==> src/rtl/axi_stream_header_arbiter.sv <==
// axi_stream_header_arbiter
// Round-robin sharing of the axi_stream_insert_header header port between
// NUM_SRC requesters. One header is granted per frame. The grant stays
// locked until the snooped output stream accepts the last beat of that frame.
module axi_stream_header_arbiter #(
  parameter int DATA_WD      = 32,
  parameter int DATA_BYTE_WD = DATA_WD / 8,
  parameter int BYTE_CNT_WD  = $clog2(DATA_BYTE_WD),
  parameter int NUM_SRC      = 4,
  parameter int SRC_WD       = $clog2(NUM_SRC),
  parameter int CNT_WD       = 16
) (
  input  logic                              clk,
  input  logic                              rst,
  input  logic [NUM_SRC-1:0]                s_valid,
  input  logic [NUM_SRC*DATA_WD-1:0]        s_data,
  input  logic [NUM_SRC*DATA_BYTE_WD-1:0]   s_keep,
  input  logic [NUM_SRC*BYTE_CNT_WD-1:0]    s_byte_cnt,
  output logic [NUM_SRC-1:0]                s_ready,
  output logic                              valid_insert,
  output logic [DATA_WD-1:0]                data_insert,
  output logic [DATA_BYTE_WD-1:0]           keep_insert,
  output logic [BYTE_CNT_WD-1:0]            byte_insert_cnt,
  input  logic                              ready_insert,
  input  logic                              mon_valid_out,
  input  logic                              mon_ready_out,
  input  logic                              mon_last_out,
  output logic [SRC_WD-1:0]                 grant_id,
  output logic                              busy,
  output logic [CNT_WD-1:0]                 frame_cnt,
  output logic                              err
);

  typedef enum logic [1:0] {
    ST_IDLE  = 2'd0,
    ST_HDR   = 2'd1,
    ST_FRAME = 2'd2
  } state_t;

  state_t              r_state;
  state_t              w_next_state;
  logic [SRC_WD-1:0]   r_rr_ptr;
  logic [SRC_WD-1:0]   r_grant_id;
  logic [CNT_WD-1:0]   r_frame_cnt;
  logic                r_err;

  logic                w_frame_end;
  logic                w_hdr_fire;
  logic                w_drop_err;
  logic                w_grant_load;
  logic [SRC_WD-1:0]   w_pick;

  // First requester after ptr, searching ptr+1, ptr+2, ... modulo NUM_SRC.
  function automatic logic [SRC_WD-1:0] rr_pick(
    input logic [NUM_SRC-1:0] req,
    input logic [SRC_WD-1:0]  ptr
  );
    logic [SRC_WD-1:0] sel;
    logic              found;
    int                idx;
    sel   = ptr;
    found = 1'b0;
    for (int k = 1; k <= NUM_SRC; k++) begin
      idx = (int'(ptr) + k) % NUM_SRC;
      if (!found && req[idx]) begin
        sel   = SRC_WD'(idx);
        found = 1'b1;
      end
    end
    return sel;
  endfunction

  assign w_frame_end  = mon_valid_out & mon_ready_out & mon_last_out;
  assign w_pick       = rr_pick(s_valid, r_rr_ptr);

  // The header payload always follows the current grant, so it is never X.
  assign data_insert     = s_data[r_grant_id*DATA_WD +: DATA_WD];
  assign keep_insert     = s_keep[r_grant_id*DATA_BYTE_WD +: DATA_BYTE_WD];
  assign byte_insert_cnt = s_byte_cnt[r_grant_id*BYTE_CNT_WD +: BYTE_CNT_WD];

  assign grant_id  = r_grant_id;
  assign busy      = (r_state != ST_IDLE);
  assign frame_cnt = r_frame_cnt;
  assign err       = r_err;

  // FSM state register.
  always_ff @(posedge clk or posedge rst) begin
    if (rst) begin
      r_state <= ST_IDLE;
    end else begin
      r_state <= w_next_state;
    end
  end

  // Next-state decode plus the header-port handshake outputs.
  always_comb begin
    w_next_state = r_state;
    valid_insert = 1'b0;
    s_ready      = '0;
    w_hdr_fire   = 1'b0;
    w_drop_err   = 1'b0;
    w_grant_load = 1'b0;
    case (r_state)
      ST_IDLE: begin
        if (|s_valid) begin
          w_grant_load = 1'b1;
          w_next_state = ST_HDR;
        end else begin
          w_next_state = ST_IDLE;
        end
      end
      ST_HDR: begin
        valid_insert        = s_valid[r_grant_id];
        s_ready[r_grant_id] = ready_insert;
        if (s_valid[r_grant_id] && ready_insert) begin
          w_hdr_fire   = 1'b1;
          w_next_state = ST_FRAME;
        end else if (!s_valid[r_grant_id]) begin
          // Granted source withdrew its header: flag it but keep the grant.
          w_drop_err   = 1'b1;
          w_next_state = ST_HDR;
        end else begin
          w_next_state = ST_HDR;
        end
      end
      ST_FRAME: begin
        if (w_frame_end) begin
          w_next_state = ST_IDLE;
        end else begin
          w_next_state = ST_FRAME;
        end
      end
      default: begin
        w_next_state = ST_IDLE;
      end
    endcase
  end

  // Grant index and round-robin pointer; pointer moves only once a header is taken.
  always_ff @(posedge clk or posedge rst) begin
    if (rst) begin
      r_grant_id <= {SRC_WD{1'b0}};
      r_rr_ptr   <= SRC_WD'(NUM_SRC - 1);
    end else begin
      if (w_grant_load) begin
        r_grant_id <= w_pick;
      end
      if (w_hdr_fire) begin
        r_rr_ptr <= r_grant_id;
      end
    end
  end

  // Completed-frame counter, wraps naturally.
  always_ff @(posedge clk or posedge rst) begin
    if (rst) begin
      r_frame_cnt <= {CNT_WD{1'b0}};
    end else if ((r_state == ST_FRAME) && w_frame_end) begin
      r_frame_cnt <= r_frame_cnt + {{(CNT_WD-1){1'b0}}, 1'b1};
    end
  end

  // Sticky error: stray frame end outside FRAME, or header withdrawn in HDR.
  always_ff @(posedge clk or posedge rst) begin
    if (rst) begin
      r_err <= 1'b0;
    end else if (w_drop_err || (w_frame_end && (r_state != ST_FRAME))) begin
      r_err <= 1'b1;
    end
  end

endmodule

==> config.mk <==
export PLATFORM = sky130hd
export DESIGN_NAME = axi_stream_header_arbiter
export DESIGN_NICKNAME = d
export VERILOG_FILES = /design/src/rtl/axi_stream_header_arbiter.sv
export SDC_FILE = /design/constraint.sdc
export NUM_CORES = 1
export LEC_CHECK = 0
export CORE_ASPECT_RATIO = 0.75
export CORE_MARGIN = 4
export CORE_UTILIZATION = 31
export DETAILED_ROUTE_END_ITERATION = 8
export GPL_ROUTABILITY_DRIVEN = 0
export PLACE_DENSITY = 0.95
export SYNTH_ARGS = -nofsm -noshare
export SYNTH_HDL_FRONTEND = slang
export SYNTH_SLANG_ARGS = --single-unit
==> constraint.sdc <==
create_clock -name clk -period 3.4 [get_ports clk]
set_input_delay 0.34 -clock clk [delete_from_list [all_inputs] [get_ports clk]]
set_output_delay 0.34 -clock clk [all_outputs]
set_load 0.02 [all_outputs]
==> results by group, run 1 <==
Clock tree
  – Hold_buf cts: 0
  – CTS root buf: clkbuf_8
  – Post-CTS setup buffers: 0
  – Post_cts resized: 0
  – Worst-Skew Late Latency: 270 ps
  – Worst-path clk slew: 80 ps
  – Max clock buf depth: 2
  – CTS buffer count: 3
  – CTS tree: yes
  – H-tree level count: 1
  – CTS Sinks: 23

Place
  – PortBufs: 224
  – Cell Area, Placed: 4390 sq um
  – Hpwl dp: 8300 um

Synth
  – Warnings, synthesis: 0
  – Cells after synthesis: 160
  – Sequential fraction of the synthesis area: 27.9%
  – Main combinational cell family by area after synthesis: multiplexers
  – Flops & latches, synth: 23
  – Syn nets: 323
  – Synth Area in Simple Gates: 13.2%
  – Synthesized cell area: 2070 sq um
  – Mux cell area share after synthesis: 44.9%
  – Post-synth EDFFs: 0
  – Distinct cells, synth: 34
  – Synth Area in Adders: 0.605%
  – Syn avg cell area: 12.9 sq um
  – Post-synthesis xor/xnor area fraction: 6.35%
  – Synth Area in Compound Gates: 3.45%
  – Post-synthesis async set-or-reset flop share: 100%
  – Main synth FF type: dfrtp_1

Finish
  – NumNets Final: 543
  – P&R area growth vs syn: 114%
  – Fraction of layout cells with a size suffix above 1: 15.0%
  – Fin util: 69.5%
  – Inserted Diodes: 0
  – Most common cell after layout, fill and taps aside: clkdlybuf4s50_1
  – Area of all placed cells without fillers: 4430 sq um
  – Most frequent cells in the layout: clkdlybuf4s50_1 (224), mux4_2 (39), dfrtp_1 (19)

Timing
  – Setup violators final: 0
  – Layout Skew: 5.59 ps
  – Final slew viol count: 0
  – Worst-margin pin slew: 869 ps
  – Final setup TNS: 0 ps
  – Period utilization: 72.8%
  – RSZ-0062 raised after global routing: false
  – Achievable Freq: 0.404 GHz
  – Min Clock Period, post-route: 2480 ps
  – Final Hold Vio Count: 0
  – Normalized max-slew margin: 42.0%

Pwr
  – VDD IR-drop max: 0.303 mV
  – Pleak: 1.65 nW
  – PD cells: 598 nW/um^2

Worst setup path
  – CP max-delay cell: mux4_2
  – Crit path max-delay family: buffers and inverters
  – Crit path kind: in2out
  – Cells on worst reg2reg path: 4
  – CP most frequent cell: clkdlybuf4s50_1
  – Reg2reg start: r_state[0]
  – Data required time of the worst path: 3060 ps
  – CP max stage delay: 550 ps
  – Worst-path cell chain: clkdlybuf4s50_1 -> mux4_2 -> and2_1 -> clkdlybuf4s50_1
  – Reg2reg setup slack: 1770 ps
  – Crit. Startpoint: s_valid[0]
  – Startpoint Class: input port
  – Capturing point of the worst reg2reg path: frame_cnt[15]
  – Buf+Inv Stages, Crit Path: 2
  – WP data arrival: 2140 ps
  – CP Capture Type: output port
  – Worst Path Max Fanout: 7

GRT
  – Initial antenna violation count: 0
  – Global-route wire length before repair: 13500 um
  – Grt ovf: 0
  – Pin count of the biggest net entering global routing: 45
  – Gr usage total: 22.1%
  – Number of global-route vias before repair: 2472

Worst hold path
  – Hold Path Sink: frame_cnt[15]
  – Min-delay src: frame_cnt[15]
  – Worst min path class: reg2reg
  – Hold-critical path depth: 1

Floorplan
  – Boundary Pins: 225
  – Die X: 102 um
  – Die area: 8060 sq um
  – Initial Util: 32.4%
  – Core Region: 6380 sq um
  – Die H: 78.8 um
  – Site row count: 25

Detailed routing
  – Drt total wl: 9560 um
  – Vias/cell: 5.24
  – Wire per inst: 20.8 um
  – DRC viols: 0
  – 1st-iter DRT viols: 44
  – Vias: 2411
  – Final ANT Viol Nets: 0
  – Drt pass-1 iters: 4

Outcome
  – Status: completed

Run
  – Max-Cap Viols: 0
[area by class of cell]
cell class	count	area, sq um
Inverter	5	18.8
Sequential cell	23	581
Clock buffer	3	41.3
Tap cell	81	101
Multi-Input combinational cell	121	1420
Timing Repair Buffer	226	2270
Fill cell	498	1950
Clock inverter	1	5.00
[stage by stage]
stage               hold WS [ps]  cells  power [mW]  setup WS [ps]
finish                       480    460        2.65            923
global placement             463    456        2.46            954
global route                 525    460        2.79            772
detailed placement           475    456        2.51            937
floorplan                    340    160        1.60           1490
CTS                          486    460        2.69            887
[cells in the mapped netlist (3+ instances only)]
library cell	count	area share, %
nand3_1	8	1.9
a21oi_1	3	0.73
mux4_2	39	42
clkbuf_1	5	0.91
nand4_1	3	0.91
xnor2_1	13	5.5
nand2_1	10	1.8
nor2_1	7	1.3
nor3_1	6	1.5
dfrtp_1	21	25
buf_2	5	1.2
inv_1	5	0.91
o21ai_0	5	1.2
[kinds of logic (layout without fill, tap and decap cells)]
group,count (synthesis),after routing
compound gates,12,12
fa+ha+maj,1,1
flops,23,23
mux,43,43
buf+inv,16,235
simple gates,50,50
xor+xnor,15,15
[how the worst max path moves through the flow]
| stage | slack, ps | cells after the start | end |
|---|---|---|---|
| floorplan | 1490 | 3 | byte_insert_cnt[0] |
| global placement | 950 | 4 | valid_insert |
| detailed placement | 940 | 4 | valid_insert |
| CTS | 890 | 3 | data_insert[19] |
| global route | 770 | 4 | s_ready[2] |
| finish | 920 | 4 | valid_insert |
[per-layer routing]
layer	global-route usage [%]	wire length, um	vias up	share of wire (%)
li1	-	-	1080	-
met1	24.6	3330	1201	35
met2	42.8	5290	119	55
met3	5.53	820	11	8.6
met4	3.41	110	0	1.2
met5	0	0	-	0
[power breakdown]
part | switching (mW) | total (mW) | internal, mW | leakage [nW]
Clock | 0.0895 | 0.171 | 0.0819 | 0.0255
Combinational | 0.936 | 2.09 | 1.15 | 1.33
Sequential | 0.0620 | 0.391 | 0.329 | 0.298
Total | 1.09 | 2.65 | 1.57 | 1.65
[registers in the layout, summed over array words and instances (netlist names)]
name / flops
err: 1
grant_id: 2
r_rr_ptr: 2
frame_cnt: 16
r_state: 2
Note: power is estimated with default switching activity, not from simulation.
==> run 2, diff against run 1 <==
--- a/config.mk
+++ b/config.mk
@@ -7,10 +7,10 @@
 export LEC_CHECK = 0
 export CORE_ASPECT_RATIO = 0.75
 export CORE_MARGIN = 4
-export CORE_UTILIZATION = 31
+export CORE_UTILIZATION = 26
 export DETAILED_ROUTE_END_ITERATION = 8
 export GPL_ROUTABILITY_DRIVEN = 0
-export PLACE_DENSITY = 0.95
+export PLACE_DENSITY = 0.88
 export SYNTH_ARGS = -nofsm -noshare
 export SYNTH_HDL_FRONTEND = slang
 export SYNTH_SLANG_ARGS = --single-unit
==> constraint.sdc (replaced) <==
create_clock -name clk -period 2.1 [get_ports clk]
set_input_delay 0.21 -clock clk [delete_from_list [all_inputs] [get_ports clk]]
set_output_delay 0.21 -clock clk [all_outputs]
set_load 0.02 [all_outputs]
==> run 2 against run 1 <==
First-iteration DRC count rose by 86%. Count of clock-buffer cells in the layout unchanged. Die area up 17%. Combinational power grew 53%. Non-clock buffer count is 11 higher. Wire length up 5.0%.
==> results by group, run 2 (same netlist as run 1, synthesis figures left out) <==
Outcome
  – Status: completed

Floorplan
  – Die X: 111 um
  – Die H: 85.3 um
  – Die area: 9470 sq um
  – Core Region: 7530 sq um
  – Boundary Pins: 225
  – Initial Util: 27.5%
  – Site row count: 27

Pwr
  – Internal power: 2.33 mW
  – Tot Pwr: 4.10 mW
  – Switch Pwr: 1.78 mW
  – Clk pwr share: 6.8%
  – Pleak: 1.78 nW
  – VDD IR-drop max: 0.581 mV
  – Comb pwr share: 77.7%
  – Sequential power share: 15.4%
  – PD cells: 911 nW/um^2
  – Switch share: 43.3%

Timing
  – Final slew viol count: 0
  – Worst-margin pin slew: 460 ps
  – Layout Skew: 6.10 ps
  – Min Clock Period, post-route: 2020 ps
  – Setup ws final: 84.5 ps
  – Normalized max-slew margin: 69.2%
  – Setup violators final: 0
  – Period utilization: 96.0%
  – Achievable Freq: 0.496 GHz
  – Final Hold Vio Count: 0
  – RSZ-0062 raised after global routing: false

Worst setup path
  – Crit path kind: reg2out
  – CP Capture Type: output port
  – CP max stage delay: 430 ps
  – CP max-delay cell: dfrtp_2
  – Startpoint Class: flip-flop
  – Worst Path Max Fanout: 8
  – Reg2reg setup slack: 430 ps
  – Data required time of the worst path: 1890 ps
  – WP data arrival: 1810 ps
  – Worst-path cell chain: buf_4 -> mux4_2 -> and2_1 -> dlygate4sd2_1

GRT
  – Pin count of the biggest net entering global routing: 24
  – Gr usage total: 19.9%
  – Global-route wire length before repair: 14900 um
  – Number of global-route vias before repair: 2638
  – Initial antenna violation count: 0
  – Grt ovf: 0

Finish
  – Fraction of layout cells with a size suffix above 1: 17.4%
  – Number of flip-flops in the largest register: 16
  – Inserted Diodes: 0
  – NumNets Final: 554
  – Area of all placed cells without fillers: 4510 sq um
  – P&R area growth vs syn: 118%
  – Most common cell after layout, fill and taps aside: clkdlybuf4s50_1
  – Most frequent cells in the layout: clkdlybuf4s50_1 (181), dlygate4sd2_1 (43), mux4_2 (39)

Detailed routing
  – Drt pass-1 iters: 4
  – DRC viols: 0
  – 1st-iter DRT viols: 82
  – Final ANT Viol Nets: 0
  – Drt total wl: 10000 um
  – Vias: 2403
  – Wire per inst: 20.4 um
  – Vias/cell: 4.89

Clock tree
  – CTS buffer count: 3
  – CTS tree: yes
  – Worst-Skew Late Latency: 270 ps
  – CTS root buf: clkbuf_8
  – Worst-path clk slew: 90 ps
  – Max clock buf depth: 2
  – Hold_buf cts: 0
  – H-tree level count: 1
  – CTS Sinks: 23

Worst hold path
  – Worst min path class: in2async

Run
  – Max-Cap Viols: 0

Place
  – PortBufs: 224
  – Cell Area, Placed: 4510 sq um
  – DP Worst Slack: -25.3 ps
  – Hpwl dp: 8780 um
==> run 2: cell count changes in the layout (fill, tap and decap cells not counted) <==
cell / before / now
buf_12: 1 / 2
buf_4: 1 / 10
buf_6: 0 / 1
clkdlybuf4s50_1: 224 / 181
clkinv_2: 1 / 0
clkinvlp_4: 0 / 1
dlygate4sd2_1: 0 / 43
==> run 2: final timing paths <==
check / startpoint / to / cells past startpoint
worst max-delay path: grant_id[0] / valid_insert / 4
worst min-delay path: rst / frame_cnt[2] / 3
worst max register to register: grant_id[0] / r_rr_ptr[0] / 5
worst min register to register: frame_cnt[15] / frame_cnt[15] / 1
max in group asynchronous: rst / r_rr_ptr[1] / 3
min in group clk: frame_cnt[15] / frame_cnt[15] / 1
==> run 2: cell type report <==
class | instances | area, sq um
clock buffers | 3 | 41.3
clock inverters | 1 | 7.51
fillers | 634 | 3030
inverters | 5 | 18.8
multi-input cells | 121 | 1420
flip-flops and latches | 23 | 581
well taps | 101 | 126
repair buffers | 237 | 2310
==> run 2: worst max-delay path: cells and delay by family (launching register included) <==
kind | cells | cell delay, ps
buffers and inverters | 2 | 540
muxes | 1 | 390
and+or+nand+nor | 1 | 190
DFF | 1 | 430
==> run 2: power groups by stage <==
stage          registers, mW  clock network (mW)  logic, mW
3_5_place_dp           0.640                   0       3.54
3_3_place_gp           0.633                   0       3.49
6_report               0.633               0.281       3.19
2_1_floorplan          0.628                   0       1.96
4_1_cts                0.634               0.290       3.24
5_1_grt                0.647               0.310       3.40
==> run 2: repair_timing <==
item / in CTS / in global routing
setup endpoints to repair: 43 / 0
buffers inserted: 0 / 0
gates resized for setup: 44 / 0
==> run 2: per-stage QoR <==
| step | instances | setup TNS [ps] | hold slack (ps) | util, % |
|---|---|---|---|---|
| after CTS | 491 | 0 | 287 | 59.8 |
| after global placement | 487 | -4.13 | 466 | 59.8 |
| after global routing | 491 | 0 | 319 | 59.8 |
| final | 491 | 0 | 289 | 59.8 |
| after detailed placement | 487 | -25.3 | 478 | 59.8 |
| after floorplan | 160 | 0 | 210 | - |
==> run 2: metal layers <==
layer  track usage [%]  vias to the layer above  part of all wire [%]
met5                 0                        -                     0
met4              6.41                        0                   2.9
met3              4.06                       18                   5.8
met2              37.5                      123                    53
met1              22.7                     1165                    38
li1                  -                     1097                     -
